<file path="config.mk">
export PLATFORM = sky130hd
export DESIGN_NAME = alu_ctrl_unit
export DESIGN_NICKNAME = d
export VERILOG_FILES = /design/src/rtl/alu_ctrl_pkg.sv /design/src/rtl/alu_ctrl_unit_cond_check.sv /design/src/rtl/alu_ctrl_unit.sv
export SDC_FILE = /design/constraint.sdc
export NUM_CORES = 1
export LEC_CHECK = 0
export ABC_CLOCK_PERIOD_IN_PS = 2300
export CAP_MARGIN = 30
export CORE_MARGIN = 5
export CORE_UTILIZATION = 40
export CTS_CLUSTER_SIZE = 12
export DETAILED_ROUTE_END_ITERATION = 7
export PLACE_DENSITY = 0.74
export REMOVE_ABC_BUFFERS = 1
export SYNTH_ARGS = -nofsm -noshare
export SYNTH_HDL_FRONTEND = slang
export SYNTH_SLANG_ARGS = --single-unit
</file>
<file path="constraint.sdc">
create_clock -name clk -period 2.3 [get_ports clk]
set_input_delay 0.345 -clock clk [delete_from_list [all_inputs] [get_ports clk]]
set_output_delay 0.345 -clock clk [all_outputs]
set_load 0.02 [all_outputs]
</file>
<file path="src/rtl/alu_ctrl_pkg.sv">
// alu_ctrl_pkg: command/condition encodings, FSM states and the data-processing decoder
package alu_ctrl_pkg;
  localparam logic [3:0] CMD_AND = 4'b0000;
  localparam logic [3:0] CMD_EOR = 4'b0001;
  localparam logic [3:0] CMD_SUB = 4'b0010;
  localparam logic [3:0] CMD_ADD = 4'b0100;
  localparam logic [3:0] CMD_ORR = 4'b1100;
  localparam logic [3:0] CMD_CMP = 4'b1010;
  localparam logic [3:0] CMD_MUL = 4'b0111;
  typedef enum logic [3:0] {
    C_EQ, C_NE, C_CS, C_CC, C_MI, C_PL, C_VS, C_VC,
    C_HI, C_LS, C_GE, C_LT, C_GT, C_LE, C_AL, C_NV
  } cond_e;
  typedef enum logic [1:0] {IDLE, EXEC, MULW} state_e;
  typedef struct packed {
    logic [3:0] alu_control;
    logic [1:0] flag_w;
    logic       no_write;
  } ctrl_t;
  function automatic ctrl_t decode(input logic alu_op, input logic [4:0] funct);
    logic [3:0] cmd;
    logic       s;
    logic       arith;
    logic       logic_op;
    cmd = funct[4:1];
    s = funct[0];
    arith = (cmd == CMD_ADD) || (cmd == CMD_SUB);
    logic_op = (cmd == CMD_AND) || (cmd == CMD_ORR) || (cmd == CMD_EOR);
    decode.alu_control = !alu_op ? CMD_ADD : (cmd == CMD_CMP) ? CMD_SUB : cmd;
    decode.flag_w = !alu_op ? 2'b00 :
                    ((cmd == CMD_CMP) || (s && arith)) ? 2'b11 :
                    (s && logic_op) ? 2'b10 : 2'b00;
    decode.no_write = alu_op && (cmd == CMD_CMP);
  endfunction
endpackage

</file>
<file path="src/rtl/alu_ctrl_unit_cond_check.sv">
// cond_check: ARM condition-code evaluation against an NZCV snapshot
module cond_check
  import alu_ctrl_pkg::*;
(
  input  logic [3:0] i_cond,
  input  logic [3:0] i_nzcv,
  output logic       o_pass
);
  logic w_n, w_z, w_c, w_v;
  assign {w_n, w_z, w_c, w_v} = i_nzcv;
  always_comb begin
    case (cond_e'(i_cond))
      C_EQ:    o_pass = w_z;
      C_NE:    o_pass = !w_z;
      C_CS:    o_pass = w_c;
      C_CC:    o_pass = !w_c;
      C_MI:    o_pass = w_n;
      C_PL:    o_pass = !w_n;
      C_VS:    o_pass = w_v;
      C_VC:    o_pass = !w_v;
      C_HI:    o_pass = w_c && !w_z;
      C_LS:    o_pass = !w_c || w_z;
      C_GE:    o_pass = w_n == w_v;
      C_LT:    o_pass = w_n != w_v;
      C_GT:    o_pass = !w_z && (w_n == w_v);
      C_LE:    o_pass = w_z || (w_n != w_v);
      default: o_pass = 1'b1;
    endcase
  end
endmodule

</file>
<file path="src/rtl/alu_ctrl_unit.sv">
// alu_ctrl_unit: registered ALU decode with condition check, NZCV register and multi-cycle MUL stall
module alu_ctrl_unit
  import alu_ctrl_pkg::*;
#(
  parameter int         MUL_LAT = 4,
  parameter logic [3:0] MUL_CMD = CMD_MUL
) (
  input  logic       clk,
  input  logic       rst_n,
  input  logic       in_valid,
  output logic       in_ready,
  input  logic       alu_op,
  input  logic [4:0] funct,
  input  logic [3:0] cond,
  input  logic [3:0] alu_flags,
  output logic       out_valid,
  output logic [3:0] alu_control,
  output logic [1:0] flag_w,
  output logic       no_write,
  output logic       cond_ex,
  output logic       busy,
  output logic [3:0] flags
);
  if (MUL_LAT < 2 || MUL_LAT > 15) begin : g_bad_lat
    $error("alu_ctrl_unit: MUL_LAT must be within 2..15");
  end
  localparam logic [3:0] CNT_LOAD = 4'(MUL_LAT - 2);
  state_e     r_state, w_next;
  logic [3:0] r_cnt, w_cnt;
  logic [3:0] r_flags, w_nzcv;
  logic [3:0] r_alu_control;
  logic [1:0] r_flag_w;
  logic       r_no_write, r_cond_ex;
  logic       w_accept, w_is_mul, w_pass;
  ctrl_t      w_dec;
  assign w_accept = in_valid && (r_state != MULW);
  assign w_is_mul = alu_op && (funct[4:1] == MUL_CMD);
  assign w_dec = decode(alu_op, funct);
  // flags as they stand after the executing op retires, so a back-to-back accept sees them
  assign w_nzcv = {
    (r_state == EXEC && r_flag_w[1]) ? alu_flags[3:2] : r_flags[3:2],
    (r_state == EXEC && r_flag_w[0]) ? alu_flags[1:0] : r_flags[1:0]
  };
  cond_check u_cond_check (
    .i_cond(cond),
    .i_nzcv(w_nzcv),
    .o_pass(w_pass)
  );
  always_comb begin
    in_ready = r_state != MULW;
    out_valid = r_state == EXEC;
    busy = r_state == MULW;
    w_next = (r_state == MULW) ? ((r_cnt == 4'd0) ? EXEC : MULW) :
             !w_accept ? IDLE : w_is_mul ? MULW : EXEC;
    w_cnt = (r_state == MULW) ? ((r_cnt == 4'd0) ? 4'd0 : r_cnt - 4'd1) :
            (w_accept && w_is_mul) ? CNT_LOAD : 4'd0;
  end
  always_ff @(posedge clk or negedge rst_n) begin
    if (!rst_n) begin
      r_state <= IDLE;
      r_cnt <= 4'd0;
      r_flags <= 4'd0;
      r_alu_control <= 4'd0;
      r_flag_w <= 2'd0;
      r_no_write <= 1'b0;
      r_cond_ex <= 1'b0;
    end else begin
      r_state <= w_next;
      r_cnt <= w_cnt;
      r_flags <= w_nzcv;
      if (w_accept) begin
        r_alu_control <= w_dec.alu_control;
        r_flag_w <= w_pass ? w_dec.flag_w : 2'b00;
        r_no_write <= w_pass ? w_dec.no_write : 1'b1;
        r_cond_ex <= w_pass;
      end
    end
  end
  assign alu_control = r_alu_control;
  assign flag_w = r_flag_w;
  assign no_write = r_no_write;
  assign cond_ex = r_cond_ex;
  assign flags = r_flags;
endmodule

</file>
Yosys cells after proc, flatten, opt, wreduce, memory -nomap -nowiden

Index checks and enable logic that the tools add are counted.

Add/sub/neg operators: 1
Multiply operators: 0
Div/mod/pow operators: 0
Order comparisons: 0
Eq/ne operators: 24
Shift operators: 0
Mux-type cells: 17
Bitwise logic cells: 0
Reduce and logical (&&, ||, !) cells: 23

Operators with widths:

| operator                                         | number |
|---|---|
| == test 4 bit, second input constant             | 8 |
| == test 4 x 3 -> 1 bit, second input constant    | 6 |
| 2-to-1 mux 2 bit                                 | 11 |
| 2-to-1 mux 4 bit                                 | 4 |
| one-hot mux 1 bit (14 select lines)              | 1 |
| == test 4 x 2 -> 1 bit, second input constant    | 3 |
| logical NOT 4 bit                                | 3 |
| logical AND 1 bit                                | 10 |
| == test 4 x 1 -> 1 bit, second input constant    | 2 |
| logical OR 1 bit                                 | 6 |
| logical NOT 1 bit                                | 4 |
| subtractor 4 x 1 -> 4 bit, second input constant | 1 |
| == test 2 x 1 -> 1 bit, second input constant    | 1 |
| == test 2 bit, second input constant             | 1 |
| inequality test 2 bit, second input constant     | 1 |
| == test 1 bit                                    | 1 |
| 2-to-1 mux 1 bit                                 | 1 |
| inequality test 1 bit                            | 1 |

Register bits after elaboration: 18
Latch bits: 0
Bits in writable memories: 0
Memory bits (read-only): 0
Bits of input ports: 17
Output and inout bits: 15
Logic and storage cells: 72
Memories kept: 0

Logic depth before layout (Yosys ltp)

Word-level depth: 8
Gate-level depth with buffers: 7
Depth with buffers taken out: 7

By module

A second synthesis with hierarchy kept.

Cell total of the unflattened synthesis: 96
Area total of the unflattened synthesis: 950.9 um2

By module, submodules not included:

| module        | times used | cells each | area an instance (um2) | seq. area each (um2) |
|---|---|---|---|---|
| alu_ctrl_unit | 1          | 73         | 785.8                  | 450.4 |
| cond_check    | 1          | 23         | 165.2                  | 0.0 |

Worst setup path after synthesis

OpenSTA, ideal clock, no wires.

Kind: register -> register
From: register r_flag_w[1], in the netlist flag_w[1]
To: register r_cond_ex, in the netlist cond_ex
Setup time: 125 ps
Arrival time: 2093 ps
Data required time: 2175 ps
Slack: 82 ps
Stages on the path, launching flop included: 8
Path buffers: 0
Clock period less this slack: 2218 ps
Cells stage by stage: dfrtp_1 nand3b_1 mux2_4 mux4_2 xnor2_1 o21ai_1 a31o_2 mux2_2

Longest elaborated chain between the ends: 5
Elaborated cells on any way between the ends: 11
Those cells by class: eq/ne: 2; mux: 2; reduce/logical: 7

RTL lines:

| item                                                          | line                                                           | text |
|---|---|---|
| from (decl)                                                   | alu_ctrl_unit.sv:32                                            | `logic [1:0] r_flag_w;` |
| from (signal assigned)                                        | alu_ctrl_unit.sv:73                                            | `r_flag_w <= w_pass ? w_dec.flag_w : 2'b00;` |
| logical AND 1 bit *                                           | alu_ctrl_unit.sv:41                                            | `(r_state == EXEC && r_flag_w[1]) ? alu_flags[3:2] : r_flags[3:2],` |
| 2-to-1 mux 2 bit *                                            | alu_ctrl_unit.sv:41                                            |  |
| via u_cond_check.i_nzcv[3]                                    | alu_ctrl_unit_cond_check.sv:6                                  | `input logic [3:0] i_nzcv,` |
| inequality test 1 bit / == test 1 bit (equally long branches) | --                                                             |  |
| logical OR 1 bit / logical AND 1 bit (equally long branches)  | alu_ctrl_unit_cond_check.sv:26, alu_ctrl_unit_cond_check.sv:25 |  |
| one-hot mux 1 bit (14 select lines) *                         | alu_ctrl_unit_cond_check.sv:12                                 | `case (cond_e'(i_cond))` |
| to (signal assigned)                                          | alu_ctrl_unit.sv:75                                            | `r_cond_ex <= w_pass;` |
| to (decl)                                                     | alu_ctrl_unit.sv:33                                            | `logic r_no_write, r_cond_ex;` |

The timed path passes the listed nets; every way through them passes the cells marked *.
A chain may end at the register's enable or synchronous reset.

Final worst setup path

From: register r_state[1]
To: register r_cond_ex, in the netlist cond_ex

Longest elaborated chain between the ends: 6
Elaborated cells on any way between the ends: 18
Those cells by class: eq/ne: 4; mux: 3; reduce/logical: 11

RTL lines:

| item                                                          | line                                                           | text |
|---|---|---|
| from (decl)                                                   | alu_ctrl_unit.sv:28                                            | `state_e r_state, w_next;` |
| from (signal assigned)                                        | alu_ctrl_unit.sv:68                                            | `r_state <= w_next;` |
| == test 2 x 1 -> 1 bit *                                      | alu_ctrl_unit.sv:41                                            |  |
| logical AND 1 bit *                                           | alu_ctrl_unit.sv:41                                            |  |
| 2-to-1 mux 2 bit *                                            | alu_ctrl_unit.sv:41                                            |  |
| via u_cond_check.i_nzcv[3]                                    | alu_ctrl_unit_cond_check.sv:6                                  |  |
| inequality test 1 bit / == test 1 bit (equally long branches) | --                                                             |  |
| logical OR 1 bit / logical AND 1 bit (equally long branches)  | alu_ctrl_unit_cond_check.sv:26, alu_ctrl_unit_cond_check.sv:25 |  |
| one-hot mux 1 bit (14 select lines) *                         | alu_ctrl_unit_cond_check.sv:12                                 |  |

Marked as above.

==> flow_metrics.py <==
metrics = {
    "critical_path": {
        "regToRegEndpoint": "cond_ex$_DFFE_PN0P_",
        "cp-start-kind": "register",
        "critPathCaptureType": "register",
        "critPathArrivalTime_ns": 2.48,
        "cp.required_ns": 2.48,
        "crit_fanout": 4,
        "r2r_start": "r_state[1]$_DFF_PN0_",
        "reg2reg_slack_ns": -0.002,
        "crit_type": "reg -> reg",
        "reg2reg_depth": 7,
    },
    "routing": {
        "wirelength_mm": 2.382,
        "viasPerCell": 5.331,
        "ant_nets": 0,
        "num_vias": 853,
        "first_pass_iters": 4,
        "wl_per_cell_um": 14.89,
        "drc": 0,
        "drt_iter0_drc": 6,
    },
    "pwr": {
        "powerDensity_mw_per_mm2": 721.6,
        "power_uw": 991.3,
        "power.leakage_uw": 0.0006173,
        "ir_drop_v": 0.0004019,
    },
    "clock_network": {
        "insertion_delay_ns": 0.28,
        "clkSlewWorstSetupHoldPaths_ns": 0.10,
        "cts_tree": "done",
        "numCtsBuffers": 3,
        "clock_tree.buffer_depth": 2,
        "h-tree-depth": 1,
        "cts-root-buf": "clkbuf_4",
        "cts.sinks": 18,
        "cts_hold_buf": 0,
    },
    "timing": {
        "setup_viol": 1,
        "slew_violations": 0,
        "setup_tns_ns": -0.001984,
        "fin_worst_skew_ns": 0.002841,
        "hold_violations": 0,
        "worst_pin_slew_ns": 0.3737,
        "post-route-min-period_ns": 2.302,
        "period_share": 1.001,
        "grt_setup_unrepaired": "true",
        "maxSlewHeadroom": 0.7474,
        "whs_ns": 0.3782,
        "setup_ws_ns": -0.001984,
        "timing.fmax_mhz": 434.4,
    },
    "cells_and_area": {
        "drive_gt1_frac": 0.1591,
        "finalNonFillerCells": 160,
        "utilization": 0.6151,
        "insertedDiodeCount": 0,
        "final_nets": 150,
        "area_growth_pct": 46.60,
    },
    "floorplan": {
        "ioPinCount": 32,
        "core_area_mm2": 0.002233,
        "die-area_mm2": 0.003411,
        "rows": 17,
        "die_w_um": 58.41,
        "start_util": 0.4196,
        "die_y_um": 58.41,
    },
    "global_route": {
        "grt_max_degree": 19,
        "grt_pass1_wl_mm": 3.926,
        "first_global_vias": 858,
        "grt.overflow.total": 0,
        "grtUsageTotal": 0.1459,
        "antenna_found_initial": 0,
    },
    "min_path": {
        "min_path_type": "in -> async",
    },
    "synthesis": {
        "synth_cell_types": 32,
        "yosysTopAreaCell": "dfrtp_1",
        "synth-seq-area-share": 0.4806,
        "synth.most_common_cell": "dfrtp_1",
        "synth_cells": 92,
        "ys.flop_type": "dfrtp_1",
        "ys_warn_count": 0,
        "synth_area_per_cell_um2": 10.19,
        "synth_edf_count": 0,
        "ys_ff_latch": 18,
        "synth_area_leaders": "dfrtp_1, mux2_4, o21ai_0, nand2_1, a21oi_1",
        "yosys.area.top_type_share": 0.4806,
        "async_flop_share": 1.000,
        "synth_area_um2": 937.1,
        "synth_common_cells": "dfrtp_1, nand2_1, nor2_1, o21ai_0, a21oi_1",
    },
    "place": {
        "gp_congestion": 0.8208,
        "io_buffers": 31,
        "dpl.hpwl_mm": 1.764,
        "placed_cells": 155,
    },
    "flow_run": {
        "cap_viol_max_count": 0,
    },
    "status": {
        "status": "complete, but fails checks",
        "failed_checks": "setup timing",
    },
}
==> state kept, by name (all words and copies together), names as in the netlist <==
signal       cells
alu_control      4
cond_ex          1
flag_w           2
flags            4
no_write         1
r_cnt            4
r_state          2
==> worst max-delay path, stage by stage (launching register included) <==
cell	delay, ns
dfrtp_1	0.41
nand3b_1	0.22
mux2_4	0.36
mux4_2	0.49
xnor2_2	0.14
o21ai_1	0.07
a31o_2	0.24
mux2_2	0.26
==> kinds of logic after synthesis <==
logic type,count (synthesis),synth area share
DFF,18,0.4806
and+or+nand+nor,34,0.1896
muxes,7,0.1055
AOI/OAI and AO/OA,26,0.1802
xor gates and xnor gates,3,0.02804
buffers and inverters,4,0.01603
==> layer usage <==
layer	part of all wire	track usage
met3	0.067	0.04167
met2	0.48	0.2249
met1	0.45	0.1995
met4	0	0.03974
met5	0	0
==> placed cells by master, fill, tap and decap left out, types with 2 or more instances in the layout <==
master and n:
nor2b_1 3, o22ai_1 2, xnor2_1 2, a21oi_1 6, nand4_1 2, dfrtp_1 18
o21ai_0 8, nand2_1 9, a32o_1 2, clkbuf_4 3, and3_1 2, inv_1 2
clkdlybuf4s50_1 30, mux2i_1 2, buf_4 7, nor2_1 8, nor3_1 2, a31oi_1 2
mux2_4 3, nand3b_1 2
==> layout make-up <==
type,count,area (um2)
clock buffers,4,36.28
fillers,207,859.6
inverters,2,7.507
multi-input cells,70,479.2
flip-flops and latches,18,450.4
well taps,28,35.03
repair buffers,38,365.4
==> metrics by stage <==
step                worst slack, ns  instance area, um2
floorplan                   0.08198               929.6
global placement            -0.1275                1320
detailed placement          -0.1467                1320
CTS                        0.003423                1364
global route               -0.09120                1374
finish                    -0.001984                1374
==> timing repair <==
item                                    4_1_cts  5_1_grt
gates resized for setup                       0        2
buffers inserted                              1        0
pin swaps                                     0        1
endpoints found under the setup margin        1        4
==> power by group <==
part	switching [uW]	total (uW)	internal, uW
sequential	26.8	386	359
combinational	186	417	231
clock	92.0	188	96.2
==> worst max path at each step <==
| stage | from | endpoint | slack (ns) | cells after the start |
|---|---|---|---|---|
| CTS | r_state[1]$_DFF_PN0_ | cond_ex$_DFFE_PN0P_ | 0.003 | 7 |
| global placement | alu_flags[0] | cond_ex$_DFFE_PN0P_ | -0.13 | 8 |
| floorplan | flag_w[1]$_DFFE_PN0P_ | cond_ex$_DFFE_PN0P_ | 0.08 | 7 |
| detailed placement | alu_flags[0] | cond_ex$_DFFE_PN0P_ | -0.15 | 8 |
| finish | r_state[1]$_DFF_PN0_ | cond_ex$_DFFE_PN0P_ | -0.002 | 7 |
| global route | r_state[1]$_DFF_PN0_ | cond_ex$_DFFE_PN0P_ | -0.09 | 7 |
No activity file was read; power rests on OpenSTA's default activity.
